`src/rtl/song_sequencer_pkg.sv`:
```
// Shared song-player definitions: ROM entry layout, octave codes, Notes bus type and FSM states.
package song_sequencer_pkg;

  typedef logic [8:0] notes_t;

  typedef struct packed {
    logic       eom;   // end-of-song marker
    logic [2:0] note;  // 0 = rest, 1..7 = note
    logic [1:0] oct;
    logic [9:0] dur;   // ticks, 0 plays as 1
  } song_entry_t;

  localparam logic [1:0] OCT_MID  = 2'b00;
  localparam logic [1:0] OCT_HIGH = 2'b01;
  localparam logic [1:0] OCT_LOW  = 2'b10;

  typedef enum logic [2:0] {StIdle, StFetch, StWait, StPlay, StGap} seq_state_e;

  // Reserved octave code falls through to mid (no octave bit).
  function automatic notes_t encode_notes(song_entry_t e);
    notes_t n;
    n = '0;
    if (e.note != 3'd0) begin
      n[e.note - 3'd1] = 1'b1;
      if (e.oct == OCT_HIGH) n[7] = 1'b1;
      else if (e.oct == OCT_LOW) n[8] = 1'b1;
    end
    return n;
  endfunction

endpackage

```
`src/rtl/song_sequencer_seq_tick_gen.sv`:
```
// Tick generator: one-cycle pulse every TICK_DIV enabled cycles, synchronous restart to zero.
module seq_tick_gen #(
  parameter int unsigned TICK_DIV = 500_000
) (
  input  logic clk,
  input  logic rst,
  input  logic i_en,
  input  logic i_restart,
  output logic o_tick
);

  localparam int unsigned CntW = $clog2(TICK_DIV);

  logic [CntW-1:0] r_cnt;
  logic            w_wrap;

  assign w_wrap = (r_cnt == CntW'(TICK_DIV - 1));
  assign o_tick = i_en & w_wrap;

  always_ff @(posedge clk) begin
    if (rst || i_restart) begin
      r_cnt <= '0;
    end else if (i_en) begin
      r_cnt <= w_wrap ? '0 : r_cnt + 1'b1;
    end
  end

endmodule

```
`src/rtl/song_sequencer.sv`:
```
// Song player: walks note entries in a synchronous ROM and drives the Notes bus per entry
// duration, with a silent articulation gap after each note.
module song_sequencer
  import song_sequencer_pkg::*;
#(
  parameter int unsigned ADDR_W    = 10,
  parameter int unsigned DUR_W     = 10,
  parameter int unsigned TICK_DIV  = 500_000,
  parameter int unsigned GAP_TICKS = 2
) (
  input  logic              clk,
  input  logic              rst,
  input  logic              i_start,
  input  logic              i_stop,
  input  logic              i_pause,
  input  logic              i_loop_en,
  input  logic [ADDR_W-1:0] i_song_base,
  output logic [ADDR_W-1:0] o_rom_addr,
  input  logic [15:0]       i_rom_data,
  output logic [8:0]        o_notes,
  output logic              o_busy,
  output logic              o_paused,
  output logic              o_done,
  output logic [ADDR_W-1:0] o_song_pos
);

  localparam int unsigned GapW = (GAP_TICKS < 1) ? 1 : $clog2(GAP_TICKS + 1);

  seq_state_e        r_state;
  logic [ADDR_W-1:0] r_base;
  logic [ADDR_W-1:0] r_rom_addr;
  logic [ADDR_W-1:0] r_pos;
  notes_t            r_notes;
  logic              r_busy;
  logic              r_done;
  logic [DUR_W-1:0]  r_dur;
  logic [GapW-1:0]   r_gap;

  song_entry_t w_entry;
  logic        w_tick;
  logic        w_tick_en;
  logic        w_tick_restart;

  assign w_entry = song_entry_t'(i_rom_data);

  // Counter sits at zero outside PLAY/GAP, so every entry and gap starts a fresh tick period.
  assign w_tick_en      = r_busy & ~i_pause;
  assign w_tick_restart = (r_state != StPlay) && (r_state != StGap);

  seq_tick_gen #(
    .TICK_DIV(TICK_DIV)
  ) u_tick_gen (
    .clk      (clk),
    .rst      (rst),
    .i_en     (w_tick_en),
    .i_restart(w_tick_restart),
    .o_tick   (w_tick)
  );

  always_ff @(posedge clk) begin
    if (rst) begin
      r_state    <= StIdle;
      r_base     <= '0;
      r_rom_addr <= '0;
      r_pos      <= '0;
      r_notes    <= '0;
      r_busy     <= 1'b0;
      r_done     <= 1'b0;
      r_dur      <= '0;
      r_gap      <= '0;
    end else begin
      r_done <= 1'b0;
      if (i_stop) begin
        r_state <= StIdle;
        r_notes <= '0;
        r_busy  <= 1'b0;
      end else begin
        case (r_state)
          StIdle: begin
            r_notes <= '0;
            if (i_start) begin
              r_base     <= i_song_base;
              r_rom_addr <= i_song_base;
              r_pos      <= '0;
              r_busy     <= 1'b1;
              r_state    <= StFetch;
            end
          end
          StFetch: r_state <= StWait;
          StWait: begin
            if (w_entry.eom) begin
              if (i_loop_en) begin
                r_rom_addr <= r_base;
                r_pos      <= '0;
                r_state    <= StFetch;
              end else begin
                r_done  <= 1'b1;
                r_busy  <= 1'b0;
                r_state <= StIdle;
              end
            end else begin
              r_dur   <= (w_entry.dur == '0) ? DUR_W'(1) : DUR_W'(w_entry.dur);
              r_notes <= encode_notes(w_entry);
              r_state <= StPlay;
            end
          end
          StPlay: begin
            if (w_tick) begin
              if (r_dur == DUR_W'(1)) begin
                r_notes    <= '0;
                r_rom_addr <= r_rom_addr + 1'b1;
                r_pos      <= r_pos + 1'b1;
                if (GAP_TICKS == 0) begin
                  r_state <= StFetch;
                end else begin
                  r_gap   <= GapW'(GAP_TICKS);
                  r_state <= StGap;
                end
              end else begin
                r_dur <= r_dur - 1'b1;
              end
            end
          end
          StGap: begin
            if (w_tick) begin
              if (r_gap == GapW'(1)) r_state <= StFetch;
              else r_gap <= r_gap - 1'b1;
            end
          end
          default: r_state <= StIdle;
        endcase
      end
    end
  end

  assign o_rom_addr = r_rom_addr;
  assign o_notes    = r_notes;
  assign o_busy     = r_busy;
  assign o_paused   = r_busy & i_pause;
  assign o_done     = r_done;
  assign o_song_pos = r_pos;

endmodule

```
`config.mk`:
```
export PLATFORM = sky130hd
export DESIGN_NAME = song_sequencer
export DESIGN_NICKNAME = d
export VERILOG_FILES = /design/src/rtl/song_sequencer_pkg.sv /design/src/rtl/song_sequencer_seq_tick_gen.sv /design/src/rtl/song_sequencer.sv
export SDC_FILE = /design/constraint.sdc
export NUM_CORES = 1
export LEC_CHECK = 0
export CORE_ASPECT_RATIO = 0.75
export CORE_UTILIZATION = 40
export CTS_CLUSTER_DIAMETER = 80
export DETAILED_ROUTE_END_ITERATION = 6
export PLACE_DENSITY = 0.73
export SLEW_MARGIN = 20
export SYNTH_ARGS = -nofsm -noshare
export SYNTH_HDL_FRONTEND = slang
export SYNTH_SLANG_ARGS = --single-unit
```
`constraint.sdc`:
```
create_clock -name clk -period 2.7 [get_ports clk]
set_input_delay 0.405 -clock clk [delete_from_list [all_inputs] [get_ports clk]]
set_output_delay 0.405 -clock clk [all_outputs]
set_load 0.02 [all_outputs]
```
==> run_results.csv, run 1 <==
group,metric,value,unit
status,status,"completed",
clock_tree,clkTransAtPathRegs,60,ps
grt,grt_max_degree,43,
critical_path,critPathLaunchType,"flop",
synth,synth_xor_area_frac,0.04762,
power_and_ir_drop,power,2.748,mW
synth,syn-num-nets,554,
place,hpwlAfterDp,7.980,mm
clock_tree,cts_max_path_buffers,2,
clock_tree,clkSinkCount,75,
power_and_ir_drop,power_density,512.8,mW/mm^2
synth,synth_mux_area_frac,0.03579,
sta,finalSetupTns,0,ps
floorplan,die_w,120.7,um
synth,synth_edf_count,0,
grt,grt-busiest-layer,"met2",
grt,grt_pass1_vias,3937,
sta,final.setup_skew,7.752,ps
critical_path,crit_path_end_kind,"flop",
drt,ant_nets,0,
clock_tree,cts.htree.levels,3,
drt,drt_wl_total,11.41,mm
sta,fin_crit,2509,ps
power_and_ir_drop,peakVddDrop,0.0002944,V
sta,final-hold-violation-count,0,
synth,synth_warnings,0,
drt,vias,4165,
drt,drt_iter0_drc,382,
power_and_ir_drop,p_leak,1.838,nW
synth,synth_cell_types,71,
floorplan,die-area,0.01100,mm^2
clock_tree,cts-buffers-inserted,9,
clock_tree,cts-resized-gates,0,
synth,yosys.area_share.simple,0.2869,
min_path,hold_path.class,"reg -> reg",
drt,wl_per_cell,15.94,um
layout,fill_cells,937,
grt,grt_use_total,0.2167,
layout,fin_nets,615,
clock_tree,clock_latency,340,ps
synth,synth-main-ff-cell,"dfxtp_1",
min_path,hold_depth,2,
synth,synth_compound_area_frac,0.2014,
sta,rsz0062_at_grt,"false",
floorplan,num_rows,32,
drt,drc,0,
synth,synth_top_family_by_area,"simple AND/OR/NAND/NOR gates",
floorplan,die_h,91.06,um
grt,use_met3,0.04585,
clock_tree,cts_hold_buf,0,
layout,multiInputGateArea,0.002519,mm^2
synth,syn_inst,514,
synth,async_flop_share,0,
critical_path,arrival,2780,ps
synth,yosysSeqAreaShare,0.3549,
drt,dr.pass1.iters,5,
critical_path,crit_type,"reg -> reg",
sta,max_freq,398.5,MHz
sta,final-max-slew-violation-count,0,
sta,finalCritPeriodShare,0.9293,
floorplan,coreArea,0.01029,mm^2
layout,final_common_cell,"dfxtp_1",
layout,drive_gt1_frac,0.1017,
clock_tree,cts_tree,"done",
clock_tree,root_buffer,"clkbuf_16",
floorplan,pin_count,64,
layout,final_cell_mix,"75 x dfxtp_1, 71 x nor2_1, 63 x clkdlybuf4s50_1",
layout,final_util,0.5208,
grt,met2_usage,0.3281,
synth,synth_top_area_cell,"dfxtp_1",
place,gp_congestion,0.8464,
grt,grtUsageMet1,0.3014,
job,drv_cap,0,
grt,grt_pass1_wl,19.28,mm
synth,synth_top_area_share,0.3549,
grt,antenna_found_initial,0,
synth,synthAdderAreaFrac,0.02366,
layout,antenna_cells,0,
synth,syn_area,0.004230,mm^2
layout,area_growth,26.68,%
place,io_buffers,63,
critical_path,crit_required,2970,ps
grt,gr-total-overflow,0,
sta,setup_viol,0,
layout,seq_area,0.001501,mm^2
critical_path,crit_fanout,12,
synth,ys_ff_latch,75,
synth,synthTopCellsByArea,"dfxtp_1 35%, nor2_1 6.3%, a21oi_1 3.7%, nand2_1 3.4%, mux2i_1 3.3%",
synth,syn_area_per_cell,8.230,um^2
clock_tree,cts_setup_buffers,0,
floorplan,start_util,0.4111,
sta,slew_headroom,0.5925,
drt,via_per_inst,5.817,
critical_path,rr_worst_depth,5,
sta,tightestPinTransition,611.2,ps
==> Yosys cell counts, types with 3 or more instances <==
library cell,n
or4_1,8
inv_1,16
and3_1,11
a211oi_1,3
a31oi_1,9
a221oi_1,4
and4_1,5
o211ai_1,5
nor3_1,24
clkbuf_1,25
a311oi_1,4
buf_2,3
nand4_1,6
nand2b_1,5
o2bb2ai_1,6
and2_1,5
xor2_1,7
mux2i_1,14
nor2_1,71
or2_2,3
nand2_1,38
a21oi_1,31
a41oi_1,3
nor2b_1,5
nor4_1,6
dfxtp_1,75
ha_1,8
or3_1,5
a311oi_2,3
a22oi_1,3
o21ai_0,15
xnor2_1,16
o31ai_1,6
nand3_1,17
==> worst paths after layout <==
check | slack, ps | from | to
max | 190 | r_dur[4]$_SDFFE_PP0P_ | o_notes[1]$_SDFFE_PP0P_
min | 450 | o_notes[8]$_SDFFE_PP0P_ | o_notes[8]$_SDFFE_PP0P_
max reg2reg | 190 | r_dur[4]$_SDFFE_PP0P_ | o_notes[1]$_SDFFE_PP0P_
min reg2reg | 450 | o_notes[8]$_SDFFE_PP0P_ | o_notes[8]$_SDFFE_PP0P_
==> area by class of cell <==
cell class,instances,share of cell area
Multi-Input combinational cell,390,0.4700
Sequential cell,75,0.2802
Timing Repair Buffer,83,0.1457
Clock buffer,11,0.04716
Tap cell,136,0.03175
Clock inverter,5,0.01401
Inverter,16,0.01121
==> through the flow <==
step	setup slack [ps]	instance area, um^2	hold slack, ps	std cells
finish	190.8	5359	447.9	716
global route	22.33	5359	470.7	716
CTS	224.0	5359	452.2	716
detailed placement	165.9	5031	445.3	700
global placement	193.6	5031	442.9	700
floorplan	537.2	4230	443.7	514
==> per-layer routing <==
metal / wire [um] / share of wire
met1: 5224 / 0.46
met2: 5121 / 0.45
met3: 851 / 0.075
met4: 215 / 0.019
met5: 0 / 0
==> sequential cells by signal (all words and copies together), names as in the netlist <==
name              cells
r_base               10
o_notes               9
o_song_pos           10
r_gap                 2
o_done                1
o_rom_addr           10
u_tick_gen.r_cnt     19
o_busy                1
r_state               3
r_dur                10
==> kinds of logic after synthesis <==
| family | Yosys count |
|---|---|
| and+or+nand+nor | 228 |
| AOI/OAI and AO/OA | 116 |
| DFF | 75 |
| buffers and inverters | 49 |
| xor gates and xnor gates | 23 |
| muxes | 15 |
| adders and majority gates | 8 |
==> report_power, final <==
group	switching [mW]	internal [mW]	total, mW
Sequential	0.0236	1.13	1.15
Combinational	0.146	0.127	0.273
Clock	0.470	0.855	1.32
==> critical path, stage by stage, from the launching register on <==
cell and delay [ps]:
dfxtp_1 380, or4_1 740, nor4_4 360, a31oi_2 260, or4_1 540, a21oi_1 160
(Power assumes the default switching activity.)
==> run 2, diff against run 1 <==
Settings changed: CAP_MARGIN from default to 20.
==> results of run 2 <==
Same layout as run 1: the final DEF is identical, and so are final timing and power.
==> run 3, diff against run 2 <==
Settings changed: GPL_ROUTABILITY_DRIVEN from default to 0.
==> results of run 3 <==
Same layout as run 1: the final DEF is identical, and so are final timing and power.
